## config.mk

```make
export PLATFORM = sky130hd
export DESIGN_NAME = spgd_accum
export DESIGN_NICKNAME = d
export VERILOG_FILES = /design/src/rtl/spgd_accum_pkg.sv /design/src/rtl/spgd_accum_sat_add.sv /design/src/rtl/spgd_accum.sv
export SDC_FILE = /design/constraint.sdc
export NUM_CORES = 1
export LEC_CHECK = 0
export CORE_ASPECT_RATIO = 0.6
export CORE_UTILIZATION = 35
export CTS_CLUSTER_DIAMETER = 120
export DETAILED_ROUTE_END_ITERATION = 8
export HOLD_SLACK_MARGIN = 0.03
export SLEW_MARGIN = 10
export SYNTH_ARGS = -nofsm -noshare
export SYNTH_HDL_FRONTEND = slang
export SYNTH_HIERARCHICAL = 1
export SYNTH_SLANG_ARGS = --single-unit
```

## constraint.sdc

```tcl
create_clock -name clk -period 5.5 [get_ports clk]
set_clock_uncertainty 0.15 [all_clocks]
set_input_delay 1.375 -clock clk [delete_from_list [all_inputs] [get_ports clk]]
set_output_delay 1.375 -clock clk [all_outputs]
set_load 0.02 [all_outputs]
```

## src/rtl/spgd_accum_pkg.sv

```systemverilog
//------------------------------------------------------------------------------
// spgd_accum_pkg : shared SPGD types, 16Q16 defaults and saturation limits
// Revision       : 1.0
//------------------------------------------------------------------------------
`default_nettype none

package spgd_accum_pkg;

  localparam int DEF_DATA_WIDTH = 32;
  localparam int DEF_INT_WIDTH  = 16;
  localparam int DEF_N_CH       = 8;

  // 1.0 in the default 16Q16 format
  localparam logic [DEF_DATA_WIDTH-1:0] DEF_ONE = 32'h0001_0000;

  typedef enum logic [1:0] {
    ST_IDLE  = 2'd0,
    ST_RUN   = 2'd1,
    ST_CLEAR = 2'd2
  } spgd_state_e;

  // Limits are returned in 64 bits; callers keep the low w bits (w <= 64).
  function automatic logic [63:0] sat_max_u64(input int w);
    return (64'd1 << (w - 1)) - 64'd1;
  endfunction

  function automatic logic [63:0] sat_min_u64(input int w);
    return ~sat_max_u64(w);
  endfunction

endpackage

`default_nettype wire

```

## src/rtl/spgd_accum_sat_add.sv

```systemverilog
//------------------------------------------------------------------------------
// sat_add : signed add at DATA_WIDTH+1 bits, clamped back to DATA_WIDTH
// Revision : 1.0
//------------------------------------------------------------------------------
`default_nettype none

module sat_add
  import spgd_accum_pkg::*;
#(
  parameter int DATA_WIDTH = DEF_DATA_WIDTH
) (
  input  logic signed [DATA_WIDTH-1:0] a,
  input  logic signed [DATA_WIDTH-1:0] b,
  output logic signed [DATA_WIDTH-1:0] sum,
  output logic                         sat
);

  localparam logic [63:0] MAX64 = sat_max_u64(DATA_WIDTH);
  localparam logic [63:0] MIN64 = sat_min_u64(DATA_WIDTH);
  localparam logic [DATA_WIDTH-1:0] SAT_MAX = MAX64[DATA_WIDTH-1:0];
  localparam logic [DATA_WIDTH-1:0] SAT_MIN = MIN64[DATA_WIDTH-1:0];

  logic [DATA_WIDTH:0] wide;

  assign wide = {a[DATA_WIDTH-1], a} + {b[DATA_WIDTH-1], b};

  // Overflow shows up as disagreement between the extra sign bit and the MSB
  always_comb begin
    sat = wide[DATA_WIDTH] ^ wide[DATA_WIDTH-1];
    sum = wide[DATA_WIDTH-1:0];
    if (sat) begin
      sum = wide[DATA_WIDTH] ? SAT_MIN : SAT_MAX;
    end
  end

endmodule

`default_nettype wire

```

## src/rtl/spgd_accum.sv

```systemverilog
//------------------------------------------------------------------------------
// spgd_accum : per-channel saturating SPGD update accumulator, 1-cycle latency
// Revision   : 1.0
//------------------------------------------------------------------------------
`default_nettype none

module spgd_accum
  import spgd_accum_pkg::*;
#(
  parameter int DATA_WIDTH = DEF_DATA_WIDTH,
  parameter int INT_WIDTH  = DEF_INT_WIDTH,
  parameter int N_CH       = DEF_N_CH
) (
  input  logic                         clk,
  input  logic                         rst,
  input  logic                         clear,
  input  logic                         in_valid,
  output logic                         in_ready,
  input  logic signed [DATA_WIDTH-1:0] in_data,
  output logic                         out_valid,
  input  logic                         out_ready,
  output logic signed [DATA_WIDTH-1:0] out_data,
  output logic [$clog2(N_CH)-1:0]      out_ch,
  output logic                         frame_done,
  output logic                         sat_flag
);

  localparam int CH_W = $clog2(N_CH);
  localparam logic [CH_W-1:0] LAST_CH = CH_W'(N_CH - 1);

  generate
    if (DATA_WIDTH < INT_WIDTH || N_CH < 2 || DATA_WIDTH > 64) begin : g_param_check
      $error("spgd_accum: illegal DATA_WIDTH/INT_WIDTH/N_CH combination");
    end
  endgenerate

  spgd_state_e state;
  spgd_state_e state_next;

  logic signed [DATA_WIDTH-1:0] acc [N_CH];
  logic [CH_W-1:0]              ch;
  logic [CH_W-1:0]              clr_idx;
  logic signed [DATA_WIDTH-1:0] upd_sum;
  logic                         upd_sat;
  logic                         xfer;

  assign in_ready = (state != ST_CLEAR) && (!out_valid || out_ready);
  assign xfer     = in_valid && in_ready;

  sat_add #(
    .DATA_WIDTH (DATA_WIDTH)
  ) u_sat_add (
    .a   (acc[ch]),
    .b   (in_data),
    .sum (upd_sum),
    .sat (upd_sat)
  );

  always_ff @(posedge clk) begin
    if (rst) begin
      state <= ST_IDLE;
    end else begin
      state <= state_next;
    end
  end

  // A clear coinciding with a transfer lets the transfer finish this cycle
  always_comb begin
    state_next = state;
    case (state)
      ST_IDLE: begin
        if (clear) begin
          state_next = ST_CLEAR;
        end else if (xfer) begin
          state_next = ST_RUN;
        end
      end
      ST_RUN: begin
        if (clear) begin
          state_next = ST_CLEAR;
        end
      end
      ST_CLEAR: begin
        if (clr_idx == LAST_CH) begin
          state_next = ST_IDLE;
        end
      end
      default: state_next = ST_IDLE;
    endcase
  end

  always_ff @(posedge clk) begin
    if (rst) begin
      for (int i = 0; i < N_CH; i++) begin
        acc[i] <= '0;
      end
      ch         <= '0;
      clr_idx    <= '0;
      out_valid  <= 1'b0;
      out_data   <= '0;
      out_ch     <= '0;
      frame_done <= 1'b0;
      sat_flag   <= 1'b0;
    end else begin
      frame_done <= 1'b0;

      if (xfer) begin
        acc[ch]    <= upd_sum;
        out_valid  <= 1'b1;
        out_data   <= upd_sum;
        out_ch     <= ch;
        frame_done <= (ch == LAST_CH);
        sat_flag   <= (ch == '0) ? upd_sat : (sat_flag | upd_sat);
        ch         <= (ch == LAST_CH) ? '0 : ch + CH_W'(1);
      end else if (out_valid && out_ready) begin
        out_valid <= 1'b0;
      end

      // Transfers are blocked in CLEAR, so these writes never collide
      if (state == ST_CLEAR) begin
        acc[clr_idx] <= '0;
        if (clr_idx == LAST_CH) begin
          clr_idx  <= '0;
          ch       <= '0;
          sat_flag <= 1'b0;
        end else begin
          clr_idx <= clr_idx + CH_W'(1);
        end
      end else begin
        clr_idx <= '0;
      end
    end
  end

endmodule

`default_nettype wire
```

==> results of run 1 <==
[area by class of cell]
type | instances | area [um^2]
Fill cell | 4404 | 28300
Multi-Input combinational cell | 867 | 7870
Inverter | 11 | 41.3
Timing Repair Buffer | 153 | 1400
Sequential cell | 302 | 8620
Clock inverter | 18 | 128
Tap cell | 640 | 801
Clock buffer | 38 | 875
[how the worst min path moves through the flow]
stage	cells past startpoint	slack [ns]	end	start
2_1_floorplan	1	0.32	state[0]$_SDFFE_PP0P_	state[1]$_SDFFE_PP0P_
3_3_place_gp	2	0.31	out_data[30]$_SDFFE_PP0N_	out_data[30]$_SDFFE_PP0N_
3_5_place_dp	2	0.31	out_data[3]$_SDFFE_PP0N_	out_data[3]$_SDFFE_PP0N_
4_1_cts	2	0.32	out_data[3]$_SDFFE_PP0N_	out_data[3]$_SDFFE_PP0N_
5_1_grt	2	0.34	out_data[3]$_SDFFE_PP0N_	out_data[3]$_SDFFE_PP0N_
6_report	2	0.32	out_data[3]$_SDFFE_PP0N_	out_data[3]$_SDFFE_PP0N_
[sequential cells by signal (all words and copies together) (netlist names)]
signal and flops:
state 2, sat_flag 1, out_data 32, frame_done 1, ch 3, out_ch 3
clr_idx 3, acc 256, out_valid 1
[placed cells by master, fill, tap and decap left out, types with 3 or more instances in the layout]
master	instances
o211ai_1	3
xor2_1	20
nand2_1	65
o21ai_0	31
dfxtp_1	43
mux4_2	13
edfxtp_1	256
mux2_2	32
o21a_1	3
dfxtp_4	3
nand3_1	8
nand2b_1	35
o21bai_1	3
mux4_1	51
xnor2_1	9
clkbuf_8	3
and2_1	5
buf_4	72
a32oi_4	3
ha_1	37
nor3_2	201
a31oi_1	7
nor2_1	28
nand4_1	45
clkbuf_16	33
a211oi_1	6
o31ai_1	40
a21oi_2	6
a21o_1	13
buf_12	6
clkdlybuf4s50_1	73
clkinv_1	6
a21oi_1	75
inv_1	10
nor3_1	60
o21ai_1	8
nand2_4	5
clkinv_2	8
[worst min-delay path, delay by kind of cell (launching register included)]
| kind | cells | cell delay [ns] |
|---|---|---|
| DFF | 1 | 0.31 |
| AOI/OAI and AO/OA | 2 | 0.12 |
[synth_stat cells (9+ instances only)]
library cell / count / area share, %
mux4_1: 51 / 7.8
xor2_1: 20 / 1.0
nor2_1: 28 / 0.61
mux2_2: 32 / 2.1
mux4_2: 13 / 1.7
o31ai_1: 42 / 1.8
ha_1: 37 / 2.7
o21ai_0: 31 / 0.91
dfxtp_1: 46 / 5.4
inv_1: 10 / 0.22
nand4_1: 45 / 1.6
edfxtp_1: 256 / 45
buf_1: 10 / 0.22
buf_6: 12 / 0.79
nor3_2: 201 / 12
xnor2_1: 9 / 0.46
nand2_1: 69 / 1.5
buf_4: 18 / 0.79
buf_2: 37 / 1.1
clkbuf_1: 46 / 1.0
a21o_1: 13 / 0.57
a21oi_1: 76 / 2.2
nor3_1: 60 / 1.8
a31oi_1: 9 / 0.33
nand2b_1: 37 / 1.4
[stage by stage]
| step | util [%] | power (W) | hold WS (ns) | cells |
|---|---|---|---|---|
| after floorplan | - | 0.00441 | 0.315 | 1310 |
| after global placement | 39.0 | 0.00541 | 0.306 | 1973 |
| after detailed placement | 39.0 | 0.00544 | 0.310 | 1973 |
| after CTS | 41.1 | 0.00753 | 0.319 | 2029 |
| after global routing | 41.1 | 0.00785 | 0.337 | 2029 |
| final | 41.1 | 0.00755 | 0.316 | 2029 |
[power groups by stage]
stage | sequential (W) | clock [W] | combinational (W)
5_1_grt | 0.00278 | 0.00220 | 0.00287
2_1_floorplan | 0.00285 | 0 | 0.00156
4_1_cts | 0.00277 | 0.00212 | 0.00264
3_5_place_dp | 0.00282 | 0 | 0.00262
6_report | 0.00277 | 0.00209 | 0.00269
3_3_place_gp | 0.00281 | 0 | 0.00260
[cell families after synthesis]
logic type	count (synthesis)	synth area share [%]
AO/OA/AOI/OAI	226	8.52
XOR/XNOR	30	1.64
adder cells (fa/ha/maj)	39	2.88
buffers and inverters	141	4.86
flip-flops	302	50.3
multiplexers	96	11.6
AND/OR/NAND/NOR	476	20.2
[per-layer routing]
layer	wire (um)	vias to the layer above	track usage [%]
met3	4220	60	4.38
li1	-	5266	-
met1	24100	5953	30.8
met5	0	-	0
met2	20900	498	28.2
met4	877	0	3.75
==> flow_summary.ini, run 1 <==
[timing]
final-hold-violation-count = 0
layout_setup_ws_ns = 0.301
setup_viol = 0
rsz0062_at_grt = false
fmax_mhz = 192
period_needed_ns = 5.20
final_max_slew_viol_count = 0
max-slew-margin-rel_pct = 25.6
tns_ns = 0
fin_crit_sh_pct = 94.5
worstMarginPinSlew_ns = 1.12

[clocking]
postCtsSetupBuffers = 0
clockBufferDepth = 3
post_cts_resized = 0
tritoncts = built
root_buffer = clkbuf_16
cts_htree_levels = 1
clk_pin_slew_ns = 0.07
cts_sinks = 302
cts_buffers = 30
clock_insertion_delay_worst_skew_ns = 0.58
cts_hold_buf = 0

[place]
postPlaceCellArea_mm2 = 0.0187
post-place-ws_ns = 0.118
dp_hpwl_mm = 32.6
portBuffers = 75
routabilityCongestion = 0.912

[critical_path]
cp-startpoint = ch[0]$_SDFF_PP0_
cp_max_fo = 36
start_kind = flip-flop
reg2reg_depth = 15
cp_common_cell = nand2_1
end_kind = flip-flop
crit_cells = 15
r2r-start = ch[0]$_SDFF_PP0_
cp_cell_sequence = buf_12 > mux4_1 > mux2_2 > ha_1 > nand2_1 > o21ai_0 > a21boi_0 > a21o_2 > o21ai_4 > xor2_4 > nor2_4 > buf_4 > o21ai_1 > nand2_1 > nor3_2
crit_required_ns = 5.77
endpoint = acc[7][20]$_SDFFCE_PN0P_
path_buf_inv = 2
path_delay_family = compound AO/OA/AOI/OAI gates
critPathMaxStageDelay_ns = 0.61
worstSetupPathType = flip-flop to flip-flop
r2r_setup_slack_ns = 0.30
cpMaxStageDelayCell = mux4_1
reg2reg_to = acc[7][20]$_SDFFCE_PN0P_
cp.arrival_ns = 5.46

[hold_path]
hp-class = flip-flop to flip-flop

[detailed_routing]
vias = 11777
dr.first_iter.drc_count = 1013
drtPass1Iterations = 5
wire_per_inst_um = 24.7
vias_per_cell = 5.80
wl_mm = 50.0
route.detailed.drc = 0
ant_nets = 0

[floorplanning]
core_mm2 = 0.0480
ios = 76
die_area_mm2 = 0.0498
start_util_pct = 35.7
die_h_um = 173
fp.dieW_um = 288
placementRows = 62

[global_routing]
grt_pass1_vias = 11371
grt_pass1_wl_mm = 74.6
grt_max_degree = 103
antenna_found_initial = 0
track_usage_pct = 19.9
grt_overflow_total = 0

[synth]
synth-edff-count = 256
synth-main-ff-cell = edfxtp_1
async_flop_share_pct = 0
syn_inst = 1310
syn_nets = 1385
yosys_warnings = 6
yosysUniqueCellTypes = 75
synth.avg_cell_area_um2 = 13.1
ys_seq_area_share_pct = 50.3
syn-cell-area_mm2 = 0.0171
ys_ff_latch = 302

[power_and_ir_drop]
combPwrFrac_pct = 35.7
p_sw_share_pct = 36.9
power.switching_w = 0.00279
p_int_w = 0.00476
power.density_mw_per_mm2 = 383
clockPowerShare_pct = 27.7
p_seq_share_pct = 36.6
leakage_nw = 6.40
ir_worst_vdd_mv = 0.288

[final_layout]
design_area_mm2 = 0.0197
synthToLayoutAreaGrowth_pct = 15.2
drive_above_1_share_pct = 29.9
antennaDiodeCount = 0
fin_nets = 1440

[run_status]
outcome = completed

[flow_run]
cap_viol_max_count = 0
Power figures use the tool's default switching activity.
==> run 2: changes to the inputs <==
SYNTH_HIERARCHICAL = unset   (was 1)
==> run 2 against run 1 <==
Die area is 13% lower. Wire length fell by 18%. First-iteration DRC count increased by 1.4%. Critical endpoint is now acc[2][17]$_SDFFCE_PN0P_. Synthesized cell count decreased by 10%. Clock-buffer cell count grew 6. Critical path type unchanged. Flip-flop and latch count unchanged. Critical path depth did not move.
==> flow_summary.ini, run 2 <==
[clocking]
root_buffer = clkbuf_16
clock_insertion_delay_worst_skew_ns = 0.58
cts_hold_buf = 0
cts_htree_levels = 1
cts_sinks = 302
cts_buffers = 29
post_cts_resized = 0
tritoncts = built
clk_pin_slew_ns = 0.06
clockBufferDepth = 3
postCtsSetupBuffers = 0

[critical_path]
crit_required_ns = 5.64
reg2reg_depth = 15
r2r-start = ch[0]$_SDFF_PP0_
r2r_setup_slack_ns = 0.41
start_kind = flip-flop
cp.arrival_ns = 5.23
worstSetupPathType = flip-flop to flip-flop
endpoint = acc[2][17]$_SDFFCE_PN0P_
cp-startpoint = ch[0]$_SDFF_PP0_
reg2reg_to = acc[2][17]$_SDFFCE_PN0P_
end_kind = flip-flop
cp_max_fo = 22

[timing]
setup_viol = 0
fmax_mhz = 196
max-slew-margin-rel_pct = 40.9
final_max_slew_viol_count = 0
tns_ns = 0
worstMarginPinSlew_ns = 0.884
rsz0062_at_grt = false
fin_crit_sh_pct = 92.6
final-hold-violation-count = 0
period_needed_ns = 5.09

[flow_run]
cap_viol_max_count = 0

[synth]
yosysMostFrequentCell = nor2_1
yosys.area_share.simple_pct = 12.1
muxShareOfSynthArea_pct = 12.3
synth-edff-count = 256
syn_inst = 1174
synth_top_cell_area_share_pct = 51.7
syn_nets = 1249
ys_ff_latch = 302
synthAdderAreaFrac_pct = 3.25
synthTopCellsByArea = edfxtp_1 (52%), mux4_2 (9.7%), nor2_1 (7.8%)
synth-main-ff-cell = edfxtp_1
ys_top_cells_by_count = nor2_1 (309), edfxtp_1 (256), mux4_2 (64)
yosysUniqueCellTypes = 73
syn-cell-area_mm2 = 0.0149
synth_top_family_by_area = multiplexers
async_flop_share_pct = 0
synth.avg_cell_area_um2 = 12.7
synth_compound_area_share_pct = 10.3
synth_xor_xnor_area_share_pct = 1.64
yosysTopAreaCell = edfxtp_1
yosys_warnings = 0
ys_seq_area_share_pct = 57.9

[final_layout]
largest_reg_flops = 256
synthToLayoutAreaGrowth_pct = 17.6
fin_cells = 1847
largest_register = acc
antennaDiodeCount = 0
reg_top3 = acc (256), out_data (32)
drive_above_1_share_pct = 20.5
final_cell_mix = nor2_1 (309), edfxtp_1 (256), clkdlybuf4s50_1 (74)
layout_commonest_cell = nor2_1
fin_nets = 1329

[power_and_ir_drop]
leakage_nw = 6.33
p_seq_share_pct = 39.9
total_power_w = 0.00679
clockPowerShare_pct = 29.7
p_sw_share_pct = 33.6
power.switching_w = 0.00228
ir_worst_vdd_mv = 0.221
p_int_w = 0.00451
power.density_mw_per_mm2 = 388
combPwrFrac_pct = 30.4

[detailed_routing]
drtPass1Iterations = 5
ant_nets = 0
wl_met2_mm = 17.8
vias_per_cell = 5.34
dr_wl_met3_mm = 3.32
wl_mm = 41.2
dr.first_iter.drc_count = 1027
wire_per_inst_um = 22.3
route.detailed.drc = 0
m1WireLength_mm = 19.5
vias = 9868
highest_layer = met4

[place]
routabilityCongestion = 0.917
dp_cells = 1793
dp_hpwl_mm = 27.1
portBuffers = 75

[floorplanning]
core_mm2 = 0.0419
die_h_um = 162
die_area_mm2 = 0.0433
ios = 76
start_util_pct = 35.5
placementRows = 58
fp.dieW_um = 268

[global_routing]
grt_pass1_wl_mm = 61.7
grt_pass1_vias = 9676
antenna_found_initial = 0
grt_overflow_total = 0
track_usage_pct = 19.2
grt_max_degree = 34

[hold_path]
hp-class = flip-flop to flip-flop
hold_depth = 1

[run_status]
outcome = completed
## run 2: cell count changes after synthesis, moves of 16 or more
cell,before,now
nor3_1,60,10
buf_4,18,2
mux4_1,51,0
nor2_1,28,309
nand4_1,45,2
buf_2,37,4
nor3_2,201,1
o31ai_1,42,1
a21oi_1,76,44
nand2_1,69,49
mux4_2,13,64
nand2b_1,37,10
## run 2: how the worst min path moves through the flow
stage | endpoint | from | slack [ns]
3_5_place_dp | out_ch[1]$_SDFFE_PP0P_ | out_ch[1]$_SDFFE_PP0P_ | 0.30
4_1_cts | state[0]$_SDFFE_PP0P_ | state[1]$_SDFFE_PP0P_ | 0.31
5_1_grt | out_ch[1]$_SDFFE_PP0P_ | out_ch[1]$_SDFFE_PP0P_ | 0.36
6_report | state[0]$_SDFFE_PP0P_ | state[1]$_SDFFE_PP0P_ | 0.31
3_3_place_gp | state[0]$_SDFFE_PP0P_ | state[1]$_SDFFE_PP0P_ | 0.29
2_1_floorplan | state[0]$_SDFFE_PP0P_ | state[1]$_SDFFE_PP0P_ | 0.29
## run 2: cell families after synthesis
| group | Yosys count |
|---|---|
| adders and majority gates | 38 |
| muxes | 99 |
| buffers and inverters | 88 |
| xor gates and xnor gates | 27 |
| AOI/OAI and AO/OA | 189 |
| and+or+nand+nor | 431 |
| DFF | 302 |
## run 2: critical path, cell delays in order, from the launching register on
cell	delay (ns)
dfxtp_4	0.61
buf_12	0.24
buf_12	0.16
mux4_2	0.51
mux2_2	0.32
ha_1	0.41
nand2_1	0.13
o21ai_0	0.42
a211oi_1	0.14
a2bb2oi_1	0.19
a31oi_2	0.10
nor3_4	0.32
a21oi_4	0.20
buf_4	0.24
a21oi_2	0.49
nor2_1	0.13
## run 2: cell type report
type,instances,area [um^2]
Clock buffer,44,896
Clock inverter,10,65.1
Fill cell,3900,24400
Inverter,15,56.3
Multi-Input combinational cell,784,5910
Sequential cell,302,8610
Tap cell,570,713
Timing Repair Buffer,122,1240
## run 2: power groups by stage
stage	Clock (W)	Combinational [W]	Sequential (W)
after floorplan	0	0.00139	0.00277
after global placement	0	0.00204	0.00275
after detailed placement	0	0.00206	0.00276
after CTS	0.00204	0.00207	0.00271
after global routing	0.00213	0.00224	0.00272
final	0.00201	0.00207	0.00271
## run 2: metal layers
metal  GRT usage [%]  up-vias
met5               0        -
met4            3.09        0
met3            3.41       43
met2            28.2      364
met1            29.8     4983
li1                -     4478
## run 2: metrics by stage
| step | hold WS [ns] | setup slack, ns | area (um^2) | util, % |
|---|---|---|---|---|
| final | 0.312 | 0.406 | 17500 | 41.8 |
| after global routing | 0.356 | 0.0495 | 17500 | 41.8 |
| after CTS | 0.313 | 0.419 | 17500 | 41.8 |
| after detailed placement | 0.300 | 0.172 | 16500 | 39.5 |
| after global placement | 0.293 | 0.211 | 16500 | 39.5 |
| after floorplan | 0.286 | 0.890 | 14900 | - |
